--- src/rtl/voice_sequencer.sv ---
// voice_sequencer
//   Sweeps voice_index across every voice once per sample_tick (one voice per
//   clock), presents each voice's gated phase increment aligned to the
//   accumulator read latency, and tags the accumulator output stream with
//   {phase_valid, phase_voice} so the wavetable/mixer knows whose phase it is.
//
// Parameters
//   NUM_VOICES  voices per sweep (2..256)
//   DELTA_LAG   cycles from voice_index = k to delta_phase for voice k (>= 1)
//   PHASE_LAG   cycles from voice_index = k to output_phase for voice k
//               (>= DELTA_LAG)
//
// Ports
//   clk, reset        clock, asynchronous active-high reset
//   sample_tick       starts a sweep (ignored and flagged while busy)
//   cfg_we/cfg_voice/cfg_delta/cfg_gate
//                     per-voice table write {gate, delta}
//   overrun_clr       clears the sticky overrun flag
//   voice_index       accumulator read index
//   delta_phase       accumulator increment (0 unless a gated voice is aligned)
//   phase_valid/phase_voice
//                     tag for the accumulator output of the current cycle
//   busy              sweep or drain in progress
//   frame_done        one-cycle pulse at end of frame
//   overrun           sticky: a sample_tick arrived while busy
module voice_sequencer #(
  parameter int NUM_VOICES = 128,
  parameter int DELTA_LAG  = 2,
  parameter int PHASE_LAG  = 4
) (
  input  logic        clk,
  input  logic        reset,
  input  logic        sample_tick,
  input  logic        cfg_we,
  input  logic [7:0]  cfg_voice,
  input  logic [31:0] cfg_delta,
  input  logic        cfg_gate,
  input  logic        overrun_clr,
  output logic [7:0]  voice_index,
  output logic [31:0] delta_phase,
  output logic        phase_valid,
  output logic [7:0]  phase_voice,
  output logic        busy,
  output logic        frame_done,
  output logic        overrun
);

  localparam int AW = $clog2(NUM_VOICES);
  localparam int DW = $clog2(PHASE_LAG + 1);

  typedef enum logic [1:0] {IDLE, SWEEP, DRAIN} state_t;

  state_t        state, state_next;
  logic [7:0]    count, count_next;
  logic [DW-1:0] drain, drain_next;
  logic          overrun_next;

  logic [NUM_VOICES-1:0] gate;
  logic [31:0]           delta_mem [NUM_VOICES];
  logic [31:0]           rd_delta;
  logic                  rd_live;
  logic                  wr_ok;
  logic [AW-1:0]         wr_addr;
  logic [AW-1:0]         rd_addr;

  logic [PHASE_LAG-1:0]  tag_valid;
  logic [7:0]            tag_voice [PHASE_LAG];

  // Control state register.
  always_ff @(posedge clk or posedge reset) begin
    if (reset) begin
      state   <= IDLE;
      count   <= '0;
      drain   <= '0;
      overrun <= 1'b0;
    end else begin
      state   <= state_next;
      count   <= count_next;
      drain   <= drain_next;
      overrun <= overrun_next;
    end
  end

  // Next-state logic. count doubles as voice_index and is left untouched
  // outside SWEEP, so the index simply holds its last value there.
  always_comb begin
    state_next   = state;
    count_next   = count;
    drain_next   = drain;
    overrun_next = overrun;
    // A tick while busy sets the flag; set beats a coincident clear.
    if (sample_tick && busy) begin
      overrun_next = 1'b1;
    end else if (overrun_clr) begin
      overrun_next = 1'b0;
    end
    case (state)
      IDLE: begin
        if (sample_tick) begin
          state_next = SWEEP;
          count_next = '0;
        end
      end
      SWEEP: begin
        if (count == 8'(NUM_VOICES - 1)) begin
          state_next = DRAIN;
          drain_next = '0;
        end else begin
          count_next = count + 8'd1;
        end
      end
      DRAIN: begin
        if (drain == DW'(PHASE_LAG)) begin
          state_next = IDLE;
        end else begin
          drain_next = drain + 1'b1;
        end
      end
      default: state_next = IDLE;
    endcase
  end

  assign busy        = (state != IDLE);
  assign frame_done  = (state == DRAIN) && (drain == DW'(PHASE_LAG));
  assign voice_index = count;

  // Out-of-range addresses must not alias onto a real voice.
  assign wr_ok   = cfg_we && ({1'b0, cfg_voice} < 9'(NUM_VOICES));
  assign wr_addr = cfg_voice[AW-1:0];
  assign rd_addr = count[AW-1:0];

  // Gate bits and the read-side enable are reset so that a reset silences
  // every voice immediately.
  always_ff @(posedge clk or posedge reset) begin
    if (reset) begin
      gate    <= '0;
      rd_live <= 1'b0;
    end else begin
      if (wr_ok) begin
        gate[wr_addr] <= cfg_gate;
      end
      rd_live <= (state == SWEEP) && gate[rd_addr];
    end
  end

  // Delta RAM: unreset, single-cycle registered read. The read samples the
  // old contents when a write hits the same entry (read-before-write).
  always_ff @(posedge clk) begin
    if (wr_ok) begin
      delta_mem[wr_addr] <= cfg_delta;
    end
    rd_delta <= delta_mem[rd_addr];
  end

  // The RAM read already supplies one cycle of lag; the remaining
  // DELTA_LAG-1 stages carry the masked increment so it is zero everywhere
  // except the aligned cycle of a gated-on voice.
  generate
    if (DELTA_LAG == 1) begin : g_delta_direct
      assign delta_phase = rd_live ? rd_delta : '0;
    end else begin : g_delta_pipe
      logic [31:0] pipe [DELTA_LAG-1];
      always_ff @(posedge clk or posedge reset) begin
        if (reset) begin
          for (int i = 0; i < DELTA_LAG - 1; i++) pipe[i] <= '0;
        end else begin
          pipe[0] <= rd_live ? rd_delta : '0;
          for (int i = 1; i < DELTA_LAG - 1; i++) pipe[i] <= pipe[i-1];
        end
      end
      assign delta_phase = pipe[DELTA_LAG-2];
    end
  endgenerate

  // Tag pipeline: {valid, voice} follows voice_index by PHASE_LAG cycles.
  // Every swept voice is tagged, gated or not.
  always_ff @(posedge clk or posedge reset) begin
    if (reset) begin
      tag_valid <= '0;
      for (int i = 0; i < PHASE_LAG; i++) tag_voice[i] <= '0;
    end else begin
      tag_valid[0] <= (state == SWEEP);
      tag_voice[0] <= count;
      for (int i = 1; i < PHASE_LAG; i++) begin
        tag_valid[i] <= tag_valid[i-1];
        tag_voice[i] <= tag_voice[i-1];
      end
    end
  end

  assign phase_valid = tag_valid[PHASE_LAG-1];
  assign phase_voice = tag_voice[PHASE_LAG-1];

endmodule

--- config.mk ---
export PLATFORM = sky130hd
export DESIGN_NAME = voice_sequencer
export DESIGN_NICKNAME = d
export VERILOG_FILES = /design/src/rtl/voice_sequencer.sv
export SDC_FILE = /design/constraint.sdc
export NUM_CORES = 2
export LEC_CHECK = 0
export ABC_AREA = 1
export ABC_CLOCK_PERIOD_IN_PS = 7900
export CAP_MARGIN = 20
export CORE_ASPECT_RATIO = 0.9
export CORE_MARGIN = 1
export CORE_UTILIZATION = 40
export DETAILED_ROUTE_END_ITERATION = 10
export DONT_BUFFER_PORTS = 1
export PLACE_DENSITY = 0.66
export SLEW_MARGIN = 10
export SYNTH_ARGS = -nofsm -noshare
export SYNTH_HDL_FRONTEND = slang
export SYNTH_SLANG_ARGS = --single-unit
--- constraint.sdc ---
create_clock -name clk -period 7.9 [get_ports clk]
set_input_delay 1.58 -clock clk [delete_from_list [all_inputs] [get_ports clk]]
set_output_delay 1.58 -clock clk [all_outputs]
set_load 0.1 [all_outputs]
==> impl_metrics.tcl <==
set metrics [dict create \
    vias 112000 \
    fill_cells 37800 \
    yosysTopAreaCell "edfxtp_1" \
    path_cells "buf_12 > buf_4 > nor2_1 > nor2_1 > o21ai_0 > o21ai_0 > nand2_1 > nand3_1 > nand3_1 > nand3_1 > nand3_1 > nand2_1" \
    die_w_um 695 \
    synth-warning-count 0 \
    dieArea_um2 435000 \
    cts_root_buffer "clkbuf_16" \
    drtIter0Drc 16900 \
    syn_area_um2 173000 \
    finalSetupViolCount 0 \
    gp_congestion 0.947 \
    clock_latency_ns 1.01 \
    path_clk_slew_ns 0.06 \
    clock-sinks 4339 \
    crit_path_top_delay_cell "buf_4" \
    dp_hpwl_um 255000 \
    timing.final.crit_period_ns 4.16 \
    io_buffers 0 \
    critPathBufInv 2 \
    finalHoldViolCount 0 \
    avgSynthCellArea_um2 12.1 \
    ys_types 27 \
    dieHeight_um 626 \
    fp.coreArea_um2 429000 \
    grt_usage_pct 21.8 \
    row_count 228 \
    drive_above_1_share_pct 6.88 \
    ys_seq_elements 4339 \
    layout.nets 14000 \
    wl_per_cell_um 24.5 \
    max_stage_delay_ns 0.77 \
    initial_utilization_pct 40.2 \
    cp.arrival_ns 5.10 \
    slew_headroom_pct 24.2 \
    rsz0062_at_grt "false" \
    fin_setup_tns_ns 0 \
    power_mw 45.8 \
    synth_top_area_share_pct 71.2 \
    clock.fmax_mhz 240 \
    cp.required_ns 8.83 \
    finalMaxSlewViolations 0 \
    grt_max_degree 190 \
    grt_pass1_vias 102000 \
    power.density_nw_per_um2 237 \
    postCtsSetupBuffers 0 \
    cts_max_level 5 \
    status "finished, final reports clean" \
    gr-total-overflow 0 \
    tritoncts "done" \
    worstSetupEndpointType "flop" \
    syn-num-nets 14300 \
    drv_cap 0 \
    reg2reg_depth 12 \
    netlist_instances 14300 \
    cts.hold.buffers_added 0 \
    routed_wl_um 491000 \
    ant_nets 0 \
    tightest_slew_ns 1.13 \
    cp.depth 12 \
    cts_buffers 426 \
    grt_antenna_before_repair 20 \
    finClkSkew_ns 0.0901 \
    avgViaCountPerCell 5.60 \
    crit_type "reg -> reg" \
    crit_top_cell "nand3_1" \
    grt_pass1_wl_um 705000 \
    first_pass_iters 8 \
    fin_crit_sh_pct 52.7 \
    area_growth_syn_to_layout_pct 11.9 \
    yosysSeqAreaShare_pct 74.6 \
    drc 0 \
    clock_path_buffers 4 \
    p_leak_nw 64.7 \
    hold_depth 0 \
    pin_count 98 \
    peakVddDrop_mv 0.192 \
    start_kind "flop" \
    path_delay_family "simple AND/OR/NAND/NOR gates" \
    hold_class "reg -> reg" \
    synthTopCellsByArea "edfxtp_1 71%, nor2_1 6.7%, o21ai_0 5.9%, nand2_1 3.3%, nand3_1 3.1%" \
    cts.repair.resized 0 \
    crit_path_max_fanout 179 \
    whs_ns 0.344 \
]
-- cells in the mapped netlist (all sizes together) --
cell type,number
and3,1
o22ai,320
buf,480
or2,6
nor2,3070
nand2,1528
o21ai,2595
o211ai,79
nand3,1056
clkbuf,483
edfxtp,4096
ha,3
inv,233
a21oi,58
dfrtp,211
nor3,14
nand4,1
dfxtp,32
clkinv,4
-- registers in the layout, indices dropped and copies added, names as in the netlist, 2 cells and up --
signal	cells
delta_mem	4096
delta_phase	32
drain	3
gate	128
phase_voice	8
rd_delta	32
state	2
tag_valid	4
tag_voice	24
voice_index	8
-- cells in the final DEF, fill, tap and decap left out, types with 79 or more instances in the layout --
cell type,count
buf_4,103
clkbuf_1,105
clkbuf_16,432
clkinv_2,82
dfrtp_1,204
edfxtp_1,4096
inv_1,220
nand2_1,1528
nand3_1,1056
nor2_1,2941
nor2_4,128
o211ai_1,79
o21ai_0,2047
o21ai_1,548
o22ai_1,320
-- worst paths after layout --
| kind | start | end | slack, ns |
|---|---|---|---|
| worst min-delay path | tag_voice[12] | phase_voice[4] | 0.34 |
| worst max register to register | voice_index[0] | rd_delta[30] | 3.74 |
| worst min register to register | tag_voice[12] | phase_voice[4] | 0.34 |
| max in group asynchronous | reset | gate[53] | 6.11 |
| worst max-delay path | voice_index[0] | rd_delta[30] | 3.74 |
| min in group asynchronous | reset | phase_voice[7] | 0.53 |
-- cells by family (layout without fill, tap and decap cells) --
| family | Yosys count | count (layout) | share of synthesized area [%] |
|---|---|---|---|
| and+or+nand+nor | 5676 | 5676 | 13.1 |
| DFF | 4339 | 4339 | 74.6 |
| AOI/OAI and AO/OA | 3052 | 3052 | 9.19 |
| buffers and inverters | 1200 | 1223 | 3.06 |
| adders and majority gates | 3 | 3 | 0.0217 |
| other | 0 | 24 | 0 |
-- metrics by stage --
stage	util (%)	cells	setup WS, ns	instance area, um2
floorplan	-	14300	0.554	173000
global placement	41.5	19200	3.04	178000
detailed placement	41.6	19200	3.07	178000
CTS	44.8	20000	3.74	192000
global route	45.0	20100	3.64	193000
finish	45.0	20100	3.74	193000
-- routing by layer --
layer  GRT usage, %  vias to the layer above  routed length, um
met4           8.97                        2              22500
met3           5.18                      875              56800
met1           31.8                    55200             202000
li1               -                    50200                  -
met2           31.4                     5998             210000
met5              0                        -                  6
-- power by group --
group	switching (mW)	total [mW]	leakage, nW	internal (mW)
clock network	8.78	20.2	6.76	11.4
registers	0.0858	25.3	39.5	25.2
logic	0.205	0.265	18.5	0.0602
-- area by class of cell --
type,instances,area [um2],share of cell area [%]
multi-input combinational,8731,39500,20.5
antenna,24,60.1,0.0311
tap,5750,7190,3.72
inverter,237,951,0.492
clock inverter,217,2110,1.09
clock buffer,576,11700,6.07
sequential,4339,129000,66.7
timing repair buffer,193,2730,1.41
Note: power is estimated with default switching activity, not from simulation.
